==> config.mk <==
export PLATFORM = sky130hd
export DESIGN_NAME = branch_ctrl
export DESIGN_NICKNAME = d
export VERILOG_FILES = /design/src/rtl/branch_ctrl.sv
export SDC_FILE = /design/constraint.sdc
export NUM_CORES = 1
export LEC_CHECK = 0
export ABC_CLOCK_PERIOD_IN_PS = 2300
export CAP_MARGIN = 25
export CORE_AREA = 2 2 109 111
export CTS_BUF_LIST = sky130_fd_sc_hd__clkbuf_8
export CTS_CLUSTER_SIZE = 20
export DETAILED_ROUTE_END_ITERATION = 10
export DIE_AREA = 0 0 111 113
export GPL_ROUTABILITY_DRIVEN = 0
export PLACE_DENSITY = 0.65
export SLEW_MARGIN = 20
export SYNTH_ARGS = -nofsm -noshare
export SYNTH_HDL_FRONTEND = slang
export SYNTH_SLANG_ARGS = --single-unit
==> constraint.sdc <==
create_clock -name clk -period 2.3 [get_ports clk]
set_input_delay 0.23 -clock clk [delete_from_list [all_inputs] [get_ports clk]]
set_output_delay 0.23 -clock clk [all_outputs]
set_load 0.01 [all_outputs]
==> src/rtl/branch_ctrl.sv <==
`default_nettype none
// ============================================================================
// Module      : branch_ctrl
// Description : RV32I branch/jump resolution controller. Accepts a request in
//               IDLE and drives the latched operands to an external comparator
//               for one cycle (CMP). It then strobes the resolution (RES). A
//               taken branch or jump is followed by a 2-cycle pipeline flush
//               (FLUSH).
// Ports       : clk, rst_n           - clock, synchronous active-low reset
//               br_valid / br_ready  - request handshake
//               is_jump, funct3      - request kind (jump or branch funct3)
//               rs1, rs2             - branch operands
//               cmp_a, cmp_b, BrUn   - comparator operands / unsigned select
//               BrEq, BrLt           - comparator results (combinational)
//               PCSel, done          - target select, one-cycle resolve strobe
//               flush                - kill younger pipeline instructions
//               illegal              - reserved branch funct3 (010/011) pulse
//               taken_cnt            - saturating count of taken branches
// Revision    : 1.0 - initial release
// ============================================================================
module branch_ctrl (
    input  logic        clk,
    input  logic        rst_n,
    input  logic        br_valid,
    output logic        br_ready,
    input  logic        is_jump,
    input  logic [2:0]  funct3,
    input  logic [31:0] rs1,
    input  logic [31:0] rs2,
    output logic [31:0] cmp_a,
    output logic [31:0] cmp_b,
    output logic        BrUn,
    input  logic        BrEq,
    input  logic        BrLt,
    output logic        PCSel,
    output logic        done,
    output logic        flush,
    output logic        illegal,
    output logic [15:0] taken_cnt
);

    localparam logic [1:0] c_IDLE  = 2'd0;
    localparam logic [1:0] c_CMP   = 2'd1;
    localparam logic [1:0] c_RES   = 2'd2;
    localparam logic [1:0] c_FLUSH = 2'd3;

    localparam logic [15:0] c_CNT_MAX = 16'hFFFF;

    logic [1:0]  r_state;
    logic        r_ready;
    logic [31:0] r_cmpA;
    logic [31:0] r_cmpB;
    logic        r_brUn;
    logic [2:0]  r_funct3;
    logic        r_isJump;
    logic        r_taken;
    logic        r_pcSel;
    logic        r_done;
    logic        r_flush;
    logic        r_flushCnt;
    logic        r_illegal;
    logic [15:0] r_takenCnt;

    logic        w_taken;
    logic        w_illegal;

    // Decision from the latched request; only consumed while in CMP, when
    // the comparator is looking at the latched operands.
    always_comb begin
        w_taken = 1'b0;
        if (r_isJump) begin
            w_taken = 1'b1;
        end else begin
            case (r_funct3)
                3'b000:         w_taken = BrEq;
                3'b001:         w_taken = !BrEq;
                3'b100, 3'b110: w_taken = BrLt;
                3'b101, 3'b111: w_taken = !BrLt;
                default:        w_taken = 1'b0;
            endcase
        end
    end

    assign w_illegal = !r_isJump && (r_funct3[2:1] == 2'b01);

    always_ff @(posedge clk) begin
        if (!rst_n) begin
            r_state    <= c_IDLE;
            r_ready    <= 1'b1;
            r_cmpA     <= 32'd0;
            r_cmpB     <= 32'd0;
            r_brUn     <= 1'b0;
            r_funct3   <= 3'd0;
            r_isJump   <= 1'b0;
            r_taken    <= 1'b0;
            r_pcSel    <= 1'b0;
            r_done     <= 1'b0;
            r_flush    <= 1'b0;
            r_flushCnt <= 1'b0;
            r_illegal  <= 1'b0;
            r_takenCnt <= 16'd0;
        end else begin
            // One-cycle strobes fall back to 0 unless re-asserted below.
            r_done    <= 1'b0;
            r_pcSel   <= 1'b0;
            r_illegal <= 1'b0;
            case (r_state)
                c_IDLE: begin
                    if (br_valid && r_ready) begin
                        // The comparator operand registers double as the
                        // latched rs1/rs2, so they are held while busy.
                        r_cmpA   <= rs1;
                        r_cmpB   <= rs2;
                        r_brUn   <= funct3[2] & funct3[1];
                        r_funct3 <= funct3;
                        r_isJump <= is_jump;
                        r_ready  <= 1'b0;
                        r_state  <= c_CMP;
                    end
                end
                c_CMP: begin
                    r_taken   <= w_taken;
                    r_done    <= 1'b1;
                    r_pcSel   <= w_taken;
                    r_illegal <= w_illegal;
                    r_state   <= c_RES;
                end
                c_RES: begin
                    if (r_taken) begin
                        if (r_takenCnt != c_CNT_MAX) begin
                            r_takenCnt <= r_takenCnt + 16'd1;
                        end
                        r_flush    <= 1'b1;
                        r_flushCnt <= 1'b0;
                        r_state    <= c_FLUSH;
                    end else begin
                        r_ready <= 1'b1;
                        r_state <= c_IDLE;
                    end
                end
                c_FLUSH: begin
                    if (r_flushCnt) begin
                        r_flush <= 1'b0;
                        r_ready <= 1'b1;
                        r_state <= c_IDLE;
                    end else begin
                        r_flushCnt <= 1'b1;
                    end
                end
                default: begin
                    r_state <= c_IDLE;
                    r_ready <= 1'b1;
                end
            endcase
        end
    end

    // Gating with rst_n keeps the controller from advertising readiness
    // while reset is being held.
    assign br_ready  = r_ready & rst_n;
    assign cmp_a     = r_cmpA;
    assign cmp_b     = r_cmpB;
    assign BrUn      = r_brUn;
    assign PCSel     = r_pcSel;
    assign done      = r_done;
    assign flush     = r_flush;
    assign illegal   = r_illegal;
    assign taken_cnt = r_takenCnt;

endmodule
`default_nettype wire

Yosys cells after proc, flatten, opt, wreduce, memory -nomap -nowiden --
Cells that the tools add are included.
Operators by class: $add $sub $neg 1, multipliers 0, divide/modulo/power cells 0, magnitude comparators 0, eq/ne operators 14, shift-type cells 0, mux-type cells 16, bitwise logic cells 2, reductions and logical operators 18
Operator list (number):
- $add 16x1->16 const B | 1
- $ne 16x16->1 const B | 1
- $eq 3x3->1 const B | 4
- $mux 1 | 8
- $ne 2x2->1 const B | 4
- $pmux 2 s4 | 1
- $reduce_and 2->1 | 4
- $mux 2 | 3
- $reduce_and 3->1 | 2
- $eq 2x1->1 const B | 2
- $eq 2x2->1 const B | 2
- $pmux 1 s2 | 2
- $pmux 1 s4 | 1
- $reduce_and 4->1 | 1
- $reduce_or 2->1 | 2
- $eq 3x1->1 const B | 1
- $logic_not 1->1 | 3
- $logic_not 3->1 | 1
- $pmux 1 s3 | 1
- $reduce_bool 3->1 | 1
- $and 1x1->1 | 2
- $logic_and 1x1->1 | 2
- $logic_not 2->1 | 1
- $reduce_bool 2->1 | 1
Word-level totals: flip-flop bits (word level) 94, bits in latches 0, bits in writable memories 0, bits in read-only memories 0, input bits 73, output and inout port bits 86, logic and storage cells 65, memories kept 0

Depth between registers and ports, before layout --
word-level depth 4, depth in mapped cells 7, mapped depth without buffers 5

Least setup slack after synthesis --
Ideal clock, no wire load.
path kind register to register, from register r_takenCnt[0], in the netlist taken_cnt[0], to register r_takenCnt[13], in the netlist taken_cnt[13], library setup time 0.072 ns, data arrival time 1.479 ns, data required time 2.228 ns, path slack 0.749 ns, stages on the path, launching flop included 7, path buffers 1, period minus slack after synthesis 1.551 ns, cell sequence dfxtp_1 ha_1 nand3_1 nor3_1 buf_2 nor4b_1 mux2i_1
Between the ends: word-level cells in the longest chain between the ends 2, elaborated cells on any way between the ends 3, those cells by class 1 x add/sub; 1 x eq/ne; 1 x reduce/logical
RTL lines:
- from (decl) | RTL line 62 | logic [15:0] r_takenCnt;
- from (signal assigned) | RTL line 131 | r_takenCnt <= r_takenCnt + 16'd1;
- branches (longest 2 deep; another with $add 16x1->16)
Parallel ways; which one is timed is not known. A chain may end at the register's enable or synchronous reset.

Final worst setup path --
from register r_takenCnt[0], in the netlist taken_cnt[0], to register r_takenCnt[11], in the netlist taken_cnt[11]
The elaborated chain is that of the path after synthesis.

==> results.toml <==
[global_routing]
antenna_found_initial = 0
grt_pass1_vias = 3429
grt_max_degree = 70
grt_overflow = 0
track_usage_pct = 15.8
grt_pass1_wl_microns = 16200

[timing]
fmax_ghz = 0.577
hold_violations = 0
skew_ns = 0.0102
tightest_slew_ns = 0.373
fin_crit_sh_pct = 75.4
slew_violations = 0
period_needed_ns = 1.73
relSlewSlack_pct = 74.8
setup_ws_ns = 0.567
grt_setup_unrepaired = "no"
setup_viol = 0
tns_ns = 0

[finish]
final_nets = 667
synthToLayoutAreaGrowth_pct = 50.9
drive_gt1_share_pct = 5.69
design_area_sq_um = 5690
antenna_cells = 0

[routing]
vias_per_cell = 4.68
drtAntennaViolNets = 0
vias = 3468
routed_wl_microns = 9910
wl_per_cell_microns = 13.4
drc = 0
dr.pass1.iters = 4
drt_iter0_drc = 137

[floorplanning]
die_area_sq_um = 12500
io_pins = 159
core_region_area_sq_um = 11300
initial_core_util_pct = 33.4
die_w_microns = 111
die_y_microns = 113
rows = 39

[cts]
clock-sinks = 94
ctsResizeCount = 0
cts_tree = "done"
ctsHoldBuffers = 0
clock_latency_ns = 0.37
htree_num_levels = 3
root_buffer = "clkbuf_8"
clk_path_buf_depth = 2
postCtsSetupRepairBufs = 0
cts-buffers-inserted = 9
clk_pin_slew_ns = 0.09

[pwr]
irDropWorstVdd_mv = 0.278
p_per_area_nw_per_um2 = 635
power_leakage_uw = 0.00204
p_total_uw = 3610

[worst_hold_path]
min_from = "rst_n"
worstHoldPathType = "input pin to register"

[placed_design]
dp_hpwl_microns = 6990
dp_slack_ns = 0.430
io_buffer_count = 158
dpl_cell_area_sq_um = 5470

[outcome]
outcome = "completed"

[synthesis]
yosysWarnings = 0
synth-seq-cells = 94
synth_cell_type_count = 43
synth_area_sq_um = 3770
yosysSeqAreaShare_pct = 49.9
synth_nets = 519
avgSynthCellArea_sq_um = 8.47
synthCells = 445

[setup_path]
crit_path_start = "taken_cnt[0]"
path_max_fanout = 11
reg2reg_from = "taken_cnt[0]"
cp.arrival_ns = 2.03
crit_path_start_kind = "register"
crit_type = "register to register"
crit_required_ns = 2.60
endpoint_kind = "register"
r2r_setup_slack_ns = 0.57

[flow_run]
drv_cap = 0
[cell usage after synthesis, drive strengths merged]
| cell type | number | area share [%] |
|---|---|---|
| nand2 | 159 | 16 |
| dfxtp | 94 | 50 |
| a21boi | 53 | 11 |
| a21oi | 27 | 3.6 |
| buf | 17 | 2.7 |
| clkbuf | 11 | 1.1 |
| mux2i | 11 | 2.9 |
| nand2b | 8 | 1.5 |
| o21ai | 7 | 0.93 |
| inv | 6 | 0.60 |
| nand4 | 6 | 1.2 |
| nand3 | 5 | 0.66 |
| nor2 | 5 | 0.70 |
| nor2b | 4 | 0.66 |
| a211oi | 3 | 0.60 |
| and2 | 3 | 0.50 |
| and3 | 3 | 0.50 |
| nor3 | 3 | 0.53 |
| nor4b | 3 | 0.70 |
| xor2 | 2 | 0.46 |
| a2111oi | 1 | 0.40 |
| a221oi | 1 | 0.23 |
| a22oi | 1 | 0.20 |
| a31o | 1 | 0.23 |
| a31oi | 1 | 0.17 |
| and3b | 1 | 0.27 |
| and4 | 1 | 0.23 |
| ha | 1 | 0.33 |
| nand3b | 1 | 0.20 |
| nor3b | 1 | 0.33 |
| o21a | 1 | 0.20 |
| o41ai | 1 | 0.23 |
| or3b | 1 | 0.23 |
| or4 | 1 | 0.20 |
| or4b | 1 | 0.27 |
[cell usage in the layout, fill, tap and decap left out, drive strengths merged, types with 2 or more instances in the layout]
master           n
a211oi           3
inv              7
nor2             5
nand4            6
a21oi           27
dfxtp           94
nor4b            3
nor2b            4
nand2          159
a21boi          53
buf              8
nand3            5
and2             3
bufinv           2
o21ai            7
clkinv           2
nor3             3
and3             3
xor2             2
clkbuf           9
nand2b           8
clkdlybuf4s50  157
clkinvlp         2
mux2i           11
[layer usage]
metal | GRT usage [%] | vias to the layer above | wire (microns)
met3 | 5.36 | 10 | 847
met4 | 6.50 | 0 | 130
li1 | - | 1772 | -
met2 | 26.6 | 125 | 4560
met5 | 0 | - | 0
met1 | 18.6 | 1561 | 4370
[cell families (layout without fill, tap and decap cells)]
| logic type | after synthesis | after routing | share of synthesized area (%) |
|---|---|---|---|
| flops | 94 | 94 | 49.9 |
| simple gates | 206 | 206 | 24.7 |
| buf+inv | 34 | 187 | 4.35 |
| compound gates | 97 | 97 | 17.3 |
| xor+xnor | 2 | 2 | 0.465 |
| mux | 11 | 11 | 2.92 |
| fa+ha+maj | 1 | 1 | 0.332 |
[flip-flops by register name, summed over array words and instances, names as in the netlist]
signal	count
BrUn	1
PCSel	1
cmp_a	32
cmp_b	32
done	1
flush	1
illegal	1
r_flushCnt	1
r_funct3	3
r_isJump	1
r_ready	1
r_state	2
r_taken	1
taken_cnt	16
[per-stage QoR]
stage	std cells	hold slack, ns	utilization, %
floorplan	445	0.365	-
global placement	725	0.440	48.5
detailed placement	725	0.449	48.5
CTS	741	0.378	50.5
global route	741	0.400	50.5
finish	741	0.395	50.5
[worst paths after layout]
path | endpoint | cells past startpoint
worst max-delay path | taken_cnt[11] | 6
worst max register to register | taken_cnt[11] | 6
worst min-delay path | r_ready | 3
worst min register to register | cmp_b[5] | 2
[where the power goes]
part	internal [uW]	switching, uW
clock	616	599
combinational	349	269
sequential	1720	57.6
total	2690	926
[layout make-up]
type / count / area (sq um)
multi-input cells: 317 / 1730
fillers: 1089 / 5580
inverters: 6 / 22.5
flip-flops and latches: 94 / 1880
well taps: 143 / 179
clock inverters: 7 / 97.6
clock buffers: 9 / 124
repair buffers: 165 / 1650
[worst max-delay path, stage by stage (launching register included)]
cell	delay, ns
dfxtp_1	0.37
ha_1	0.23
nand3_1	0.18
nor3_1	0.08
buf_4	0.18
or4b_1	0.50
a21oi_1	0.14
Note: power is estimated with default switching activity, not from simulation.
